`src/rtl/pairing_host_bridge.sv`:
```
// Host-side loader/unloader for the pairing core: packs stream words into memory
// entries, launches a core function, then serializes the result window back out.
module pairing_host_bridge #(
    parameter int WORD_W  = 64,
    parameter int ENTRY_W = 512,
    parameter int ADDR_W  = 10,
    parameter int RD_LAT  = 2,
    parameter int TIMEOUT = 16777215
) (
    input  logic               clk,
    input  logic               rst,
    input  logic               start,
    input  logic [3:0]         func,
    input  logic [ADDR_W-1:0]  in_base,
    input  logic [ADDR_W-1:0]  in_count,
    input  logic [ADDR_W-1:0]  out_base,
    input  logic [ADDR_W-1:0]  out_count,
    input  logic               s_valid,
    input  logic [WORD_W-1:0]  s_data,
    input  logic               s_last,
    output logic               s_ready,
    output logic               m_valid,
    output logic [WORD_W-1:0]  m_data,
    output logic               m_last,
    input  logic               m_ready,
    output logic               core_extin_en,
    output logic [ADDR_W-1:0]  core_extin_addr,
    output logic [ENTRY_W-1:0] core_extin_data,
    output logic [ADDR_W-1:0]  core_extout_addr,
    output logic               core_run,
    output logic [3:0]         core_n_func,
    input  logic [ENTRY_W-1:0] core_extout_data,
    input  logic               core_endflag,
    input  logic               core_busy,
    output logic               done,
    output logic               err
);

    localparam int WPE   = (ENTRY_W + WORD_W - 1) / WORD_W;
    localparam int BUF_W = WPE * WORD_W;
    localparam int WC_W  = $clog2(WPE + 1);
    localparam int RC_W  = $clog2(RD_LAT + 2);
    localparam int TC_W  = $clog2(TIMEOUT + 1);

    localparam logic [WC_W-1:0] WLAST = WC_W'(WPE - 1);
    localparam logic [RC_W-1:0] RLAST = RC_W'(RD_LAT);
    localparam logic [TC_W-1:0] TLAST = TC_W'(TIMEOUT - 1);

    localparam logic [2:0] S_IDLE  = 3'd0;
    localparam logic [2:0] S_LOAD  = 3'd1;
    localparam logic [2:0] S_RUN   = 3'd2;
    localparam logic [2:0] S_WAIT  = 3'd3;
    localparam logic [2:0] S_FETCH = 3'd4;
    localparam logic [2:0] S_SEND  = 3'd5;
    localparam logic [2:0] S_DONE  = 3'd6;

    logic [2:0]         state_r;
    logic [3:0]         func_r;
    logic [ADDR_W-1:0]  in_base_r;
    logic [ADDR_W-1:0]  in_count_r;
    logic [ADDR_W-1:0]  out_base_r;
    logic [ADDR_W-1:0]  out_count_r;
    logic [ADDR_W-1:0]  entry_idx_r;
    logic [WC_W-1:0]    word_idx_r;
    logic [RC_W-1:0]    lat_cnt_r;
    logic [TC_W-1:0]    to_cnt_r;
    logic [BUF_W-1:0]   ibuf_r;
    logic [BUF_W-1:0]   obuf_r;
    logic               s_ready_r;
    logic               m_valid_r;
    logic               m_last_r;
    logic               ext_en_r;
    logic [ADDR_W-1:0]  ext_addr_r;
    logic [ADDR_W-1:0]  rd_addr_r;
    logic               run_r;
    logic               done_r;
    logic               err_r;

    logic               word_last_s;
    logic               in_last_s;
    logic               out_last_s;
    logic               in_hs_s;
    logic               out_hs_s;
    logic [ADDR_W-1:0]  entry_next_s;
    logic [WC_W-1:0]    word_next_s;
    logic               unused_s;

    assign word_last_s  = (word_idx_r == WLAST);
    assign in_last_s    = (entry_idx_r == (in_count_r - ADDR_W'(1'b1)));
    assign out_last_s   = (entry_idx_r == (out_count_r - ADDR_W'(1'b1)));
    assign in_hs_s      = s_valid & s_ready_r;
    assign out_hs_s     = m_valid_r & m_ready;
    assign entry_next_s = entry_idx_r + ADDR_W'(1'b1);
    assign word_next_s  = word_idx_r + WC_W'(1'b1);
    assign unused_s     = core_busy;

    assign s_ready          = s_ready_r;
    assign m_valid          = m_valid_r;
    assign m_data           = obuf_r[WORD_W-1:0];
    assign m_last           = m_last_r;
    assign core_extin_en    = ext_en_r;
    assign core_extin_addr  = ext_addr_r;
    assign core_extin_data  = ibuf_r[ENTRY_W-1:0];
    assign core_extout_addr = rd_addr_r;
    assign core_run         = run_r;
    assign core_n_func      = func_r;
    assign done             = done_r;
    assign err              = err_r;

    // Command sequencer: state, counters, buffers and every registered output
    always_ff @(posedge clk) begin
        if (rst) begin
            state_r     <= S_IDLE;
            func_r      <= 4'd0;
            in_base_r   <= {ADDR_W{1'b0}};
            in_count_r  <= {ADDR_W{1'b0}};
            out_base_r  <= {ADDR_W{1'b0}};
            out_count_r <= {ADDR_W{1'b0}};
            entry_idx_r <= {ADDR_W{1'b0}};
            word_idx_r  <= {WC_W{1'b0}};
            lat_cnt_r   <= {RC_W{1'b0}};
            to_cnt_r    <= {TC_W{1'b0}};
            ibuf_r      <= {BUF_W{1'b0}};
            obuf_r      <= {BUF_W{1'b0}};
            s_ready_r   <= 1'b0;
            m_valid_r   <= 1'b0;
            m_last_r    <= 1'b0;
            ext_en_r    <= 1'b0;
            ext_addr_r  <= {ADDR_W{1'b0}};
            rd_addr_r   <= {ADDR_W{1'b0}};
            run_r       <= 1'b0;
            done_r      <= 1'b0;
            err_r       <= 1'b0;
        end else begin
            ext_en_r <= 1'b0;
            run_r    <= 1'b0;
            done_r   <= 1'b0;
            case (state_r)
                S_IDLE: begin
                    if (start) begin
                        func_r      <= func;
                        in_base_r   <= in_base;
                        in_count_r  <= in_count;
                        out_base_r  <= out_base;
                        out_count_r <= out_count;
                        rd_addr_r   <= out_base;
                        entry_idx_r <= {ADDR_W{1'b0}};
                        word_idx_r  <= {WC_W{1'b0}};
                        err_r       <= 1'b0;
                        if (in_count != {ADDR_W{1'b0}}) begin
                            state_r   <= S_LOAD;
                            s_ready_r <= 1'b1;
                        end else begin
                            state_r <= S_RUN;
                        end
                    end
                end
                S_LOAD: begin
                    if (ext_en_r) begin
                        // write cycle just finished: next entry or launch the core
                        if (in_last_s) begin
                            state_r <= S_RUN;
                        end else begin
                            entry_idx_r <= entry_next_s;
                            s_ready_r   <= 1'b1;
                        end
                    end else if (in_hs_s) begin
                        for (int k = 0; k < WPE; k++) begin
                            if (word_idx_r == WC_W'(k)) begin
                                ibuf_r[k*WORD_W +: WORD_W] <= s_data;
                            end
                        end
                        word_idx_r <= word_last_s ? {WC_W{1'b0}} : word_next_s;
                        if (s_last && !(word_last_s && in_last_s)) begin
                            err_r     <= 1'b1;
                            s_ready_r <= 1'b0;
                            done_r    <= 1'b1;
                            state_r   <= S_DONE;
                        end else if (word_last_s) begin
                            ext_en_r   <= 1'b1;
                            ext_addr_r <= in_base_r + entry_idx_r;
                            s_ready_r  <= 1'b0;
                            if (in_last_s && !s_last) begin
                                err_r <= 1'b1;
                            end
                        end
                    end
                end
                S_RUN: begin
                    run_r    <= 1'b1;
                    to_cnt_r <= {TC_W{1'b0}};
                    state_r  <= S_WAIT;
                end
                S_WAIT: begin
                    // run_r is still high in the first WAIT cycle, masking a stale endflag
                    if (core_endflag && !run_r) begin
                        if (out_count_r != {ADDR_W{1'b0}}) begin
                            entry_idx_r <= {ADDR_W{1'b0}};
                            lat_cnt_r   <= {RC_W{1'b0}};
                            rd_addr_r   <= out_base_r;
                            state_r     <= S_FETCH;
                        end else begin
                            done_r  <= 1'b1;
                            state_r <= S_DONE;
                        end
                    end else if (to_cnt_r == TLAST) begin
                        err_r   <= 1'b1;
                        done_r  <= 1'b1;
                        state_r <= S_DONE;
                    end else begin
                        to_cnt_r <= to_cnt_r + TC_W'(1'b1);
                    end
                end
                S_FETCH: begin
                    if (lat_cnt_r == RLAST) begin
                        obuf_r     <= BUF_W'(core_extout_data);
                        m_valid_r  <= 1'b1;
                        m_last_r   <= out_last_s && (WLAST == {WC_W{1'b0}});
                        word_idx_r <= {WC_W{1'b0}};
                        state_r    <= S_SEND;
                    end else begin
                        lat_cnt_r <= lat_cnt_r + RC_W'(1'b1);
                    end
                end
                S_SEND: begin
                    if (out_hs_s) begin
                        if (word_last_s) begin
                            m_valid_r <= 1'b0;
                            m_last_r  <= 1'b0;
                            if (out_last_s) begin
                                rd_addr_r <= out_base_r;
                                done_r    <= 1'b1;
                                state_r   <= S_DONE;
                            end else begin
                                entry_idx_r <= entry_next_s;
                                rd_addr_r   <= out_base_r + entry_next_s;
                                lat_cnt_r   <= {RC_W{1'b0}};
                                state_r     <= S_FETCH;
                            end
                        end else begin
                            obuf_r     <= obuf_r >> WORD_W;
                            word_idx_r <= word_next_s;
                            m_last_r   <= out_last_s && (word_next_s == WLAST);
                        end
                    end
                end
                S_DONE: begin
                    state_r <= S_IDLE;
                end
                default: begin
                    state_r   <= S_IDLE;
                    s_ready_r <= 1'b0;
                    m_valid_r <= 1'b0;
                    m_last_r  <= 1'b0;
                end
            endcase
        end
    end

endmodule

```
`config.mk`:
```
export PLATFORM = sky130hd
export DESIGN_NAME = pairing_host_bridge
export DESIGN_NICKNAME = d
export VERILOG_FILES = /design/src/rtl/pairing_host_bridge.sv
export SDC_FILE = /design/constraint.sdc
export NUM_CORES = 2
export LEC_CHECK = 0
export ABC_AREA = 1
export BUFFER_PORTS_ARGS = -buffer_cell sky130_fd_sc_hd__buf_2
export CAP_MARGIN = 20
export CELL_PAD_IN_SITES_DETAIL_PLACEMENT = 1
export CELL_PAD_IN_SITES_GLOBAL_PLACEMENT = 1
export CORE_AREA = 2 2 481 483
export DETAILED_ROUTE_END_ITERATION = 8
export DIE_AREA = 0 0 483 485
export HOLD_SLACK_MARGIN = 0.1
export PLACE_DENSITY = 0.51
export SLEW_MARGIN = 10
export SYNTH_ARGS = -nofsm -noshare
export SYNTH_HDL_FRONTEND = slang
export SYNTH_SLANG_ARGS = --single-unit
```
`constraint.sdc`:
```
create_clock -name clk -period 3.75 [get_ports clk]
set_input_delay 0.75 -clock clk [delete_from_list [all_inputs] [get_ports clk]]
set_output_delay 0.75 -clock clk [all_outputs]
set_load 0.01 [all_outputs]
```
==> results.tsv <==
stage	metric	value	unit
synthesis	synth_area_per_cell	7.57	um2
synthesis	synth-edff-count	0	
clocking	cts.sink_count	1138	
global_routing	grt.overflow.total	0	
clocking	cts_made_buffers	147	
global_routing	grtUsageTotal	0.196	
layout	final_cells	10200	
layout	drive_gt1_frac	0.223	
routing	num_vias	46700	
synthesis	yosysWarningCount	0	
synthesis	synthCells	6067	
die	die_h	485	um
timing	worst_slew_pin_slew	1.30	ns
layout	nets	7699	
synthesis	synth_area	0.0459	mm2
clocking	cts_resized	0	
die	core-area	0.229	mm2
layout	area_growth	31.4	%
die	dieArea	0.234	mm2
synthesis	async_flop_share	0	
clocking	cts_max_path_buffers	3	
global_routing	grt_pass1_vias	46200	
worst_setup_path	critPathRequiredTime	4.45	ns
flow_run	maxCapViolCount	0	
timing	period_share	0.824	
clocking	htreeDepth	4	
timing	slew_headroom	0.134	
pwr	leakagePower	25.9	nW
die	start_util	0.201	
clocking	clk_pin_slew	0.06	ns
placement	gp_congestion	0.851	
placement	io_buffers	1233	
routing	via_per_inst	4.56	
global_routing	grt_start_max_net_pins	173	
worst_setup_path	cp_max_fo	8	
die	ios	1235	
routing	remaining_drc_errors	0	
placement	dp_hpwl	179	mm
run_status	status	finished, final reports clean	
worst_hold_path	hp-class	in2reg	
global_routing	grt_pass1_wl	340	mm
timing	period_needed	3.09	ns
synthesis	synth_seq_area_share	0.496	
synthesis	synth.most_common_cell	nand2_1	
routing	drt-total-wl	240	mm
routing	dr.pass1.iters	5	
timing	fin_skew	0.0560	ns
clocking	root_buffer	clkbuf_16	
worst_setup_path	cp-end-kind	flop	
global_routing	antenna_found_initial	170	
die	fp-row-count	176	
synthesis	synth-seq-cells	1138	
clocking	cts_tree	done	
clocking	clk_latency	0.83	ns
timing	hold_ws	0.179	ns
synthesis	synth_fp_nets	6725	
routing	drtIter0Drc	2661	
timing	slew_violations	0	
pwr	peakVddDrop	0.374	mV
synthesis	netlist_top_cells_area	dfxtp_1, o21ai_0, nand2_1	
worst_setup_path	worstSetupPathType	reg2reg	
synthesis	synth_top_cells_by_count	nand2_1, dfxtp_1, o21ai_0	
placement	place_inst	9889	
synthesis	synth_top_cell_by_area	dfxtp_1	
timing	fin_tns_setup	0	ns
synthesis	ys_types	38	
routing	ant_nets	0	
timing	hold_violations	0	
synthesis	ys.flop_type	dfxtp_1	
timing	setup_viol	0	
timing	fmax	323	MHz
worst_setup_path	cp-start-kind	flop	
timing	rsz0062_at_grt	false	
die	die_x	483	um
routing	wl_per_cell	23.4	um
pwr	powerDensity	639	mW/mm2
synthesis	yosysTopAreaCellShare	0.496	
worst_setup_path	worst_ep_arrival_time	3.79	ns
final cells by class:
class | instances | area, um2
Clock inverter | 45 | 744
Clock buffer | 218 | 4280
Sequential cell | 1138 | 22800
Multi-Input combinational cell | 3920 | 19100
Inverter | 459 | 1740
Timing Repair Buffer | 1375 | 7790
Antenna cell | 65 | 163
Fill cell | 27800 | 169000
Tap cell | 3026 | 3790
critical path, cell delays in order, from the launching register on:
cell and delay [ns]:
dfxtp_1 0.42, ha_1 0.27, nand2_1 0.11, nor2_1 0.38, inv_1 0.23, nand2_1 0.26
nand3_1 0.11, nor2_1 0.16, o21ai_0 0.32, buf_4 0.30, a211oi_1 0.18, nand3_1 0.12
nand2_1 0.08, inv_1 0.03
per-stage QoR:
| step | util | setup slack (ns) | cell area [um2] | power [W] |
|---|---|---|---|---|
| floorplan | - | 1.37 | 45900 | 0.0209 |
| global placement | 0.240 | 0.640 | 54900 | 0.0239 |
| detailed placement | 0.240 | 0.637 | 54900 | 0.0241 |
| CTS | 0.263 | 0.655 | 60100 | 0.0391 |
| global route | 0.263 | 0.345 | 60300 | 0.0408 |
| finish | 0.264 | 0.659 | 60400 | 0.0386 |
timing repair:
action	CTS	global route
buffers inserted	0	0
hold buffers	27	0
endpoints found under the setup margin	0	0
hold endpoints to repair	27	0
routing by layer:
layer  GRT usage  part of all wire
met2       0.324              0.47
met3      0.0611             0.072
met5           0           0.00095
met1       0.237              0.42
met4      0.0775             0.040
cell families after synthesis:
family | count (synthesis) | share of synthesized area
AOI/OAI and AO/OA | 2249 | 0.259
adders and majority gates | 30 | 0.00850
and+or+nand+nor | 1592 | 0.137
DFF | 1138 | 0.496
xor gates and xnor gates | 49 | 0.00934
buffers and inverters | 1009 | 0.0908
cells in the final DEF (no fill, tap or decap), types with 3 or more instances in the layout:
cell / count
clkbuf_8: 31
nand3b_1: 3
diode_2: 65
clkinv_2: 17
bufinv_16: 8
nand3_1: 111
a31oi_1: 449
nand4_1: 23
o21ai_0: 1085
inv_2: 4
ha_1: 28
nand3_4: 4
nor2_4: 5
clkinv_16: 9
nor4_1: 9
nor2_1: 224
xor2_1: 33
o21a_1: 3
buf_12: 36
inv_16: 5
dfxtp_1: 1138
nand2_1: 1185
inv_1: 453
clkinvlp_4: 3
dlygate4sd3_1: 27
or2_2: 3
xnor2_1: 16
a211oi_1: 14
buf_2: 1233
o21bai_1: 3
clkbuf_1: 39
clkbuf_16: 148
a21oi_1: 687
nor3_1: 19
buf_4: 77
registers in the layout (all words and copies together), names as in the netlist, 10 cells and up:
name / cells
core_extin_addr: 10
in_base_r: 10
to_cnt_r: 24
core_extin_data: 512
entry_idx_r: 10
obuf_r: 512
out_base_r: 10
core_extout_addr: 10
out_count_r: 10
in_count_r: 10
report_power, final:
part / leakage, nW / internal (W) / switching [W]
Combinational: 14.2 / 0.00274 / 0.00533
Sequential: 9.24 / 0.0144 / 0.00142
Clock: 2.44 / 0.00857 / 0.00616
Total: 25.9 / 0.0257 / 0.0129
worst paths after layout:
path,from,end,slack (ns),cells past startpoint
max,word_idx_r[0]$_SDFFE_PP0P_,core_extout_addr[1]$_SDFFE_PP0P_,0.66,13
min,core_extout_data[507],obuf_r[507]$_SDFFE_PP0P_,0.18,3
max reg2reg,word_idx_r[0]$_SDFFE_PP0P_,core_extout_addr[1]$_SDFFE_PP0P_,0.66,13
min reg2reg,core_extin_data[446]$_SDFFE_PP0P_,core_extin_data[446]$_SDFFE_PP0P_,0.44,2
(Power assumes the default switching activity.)
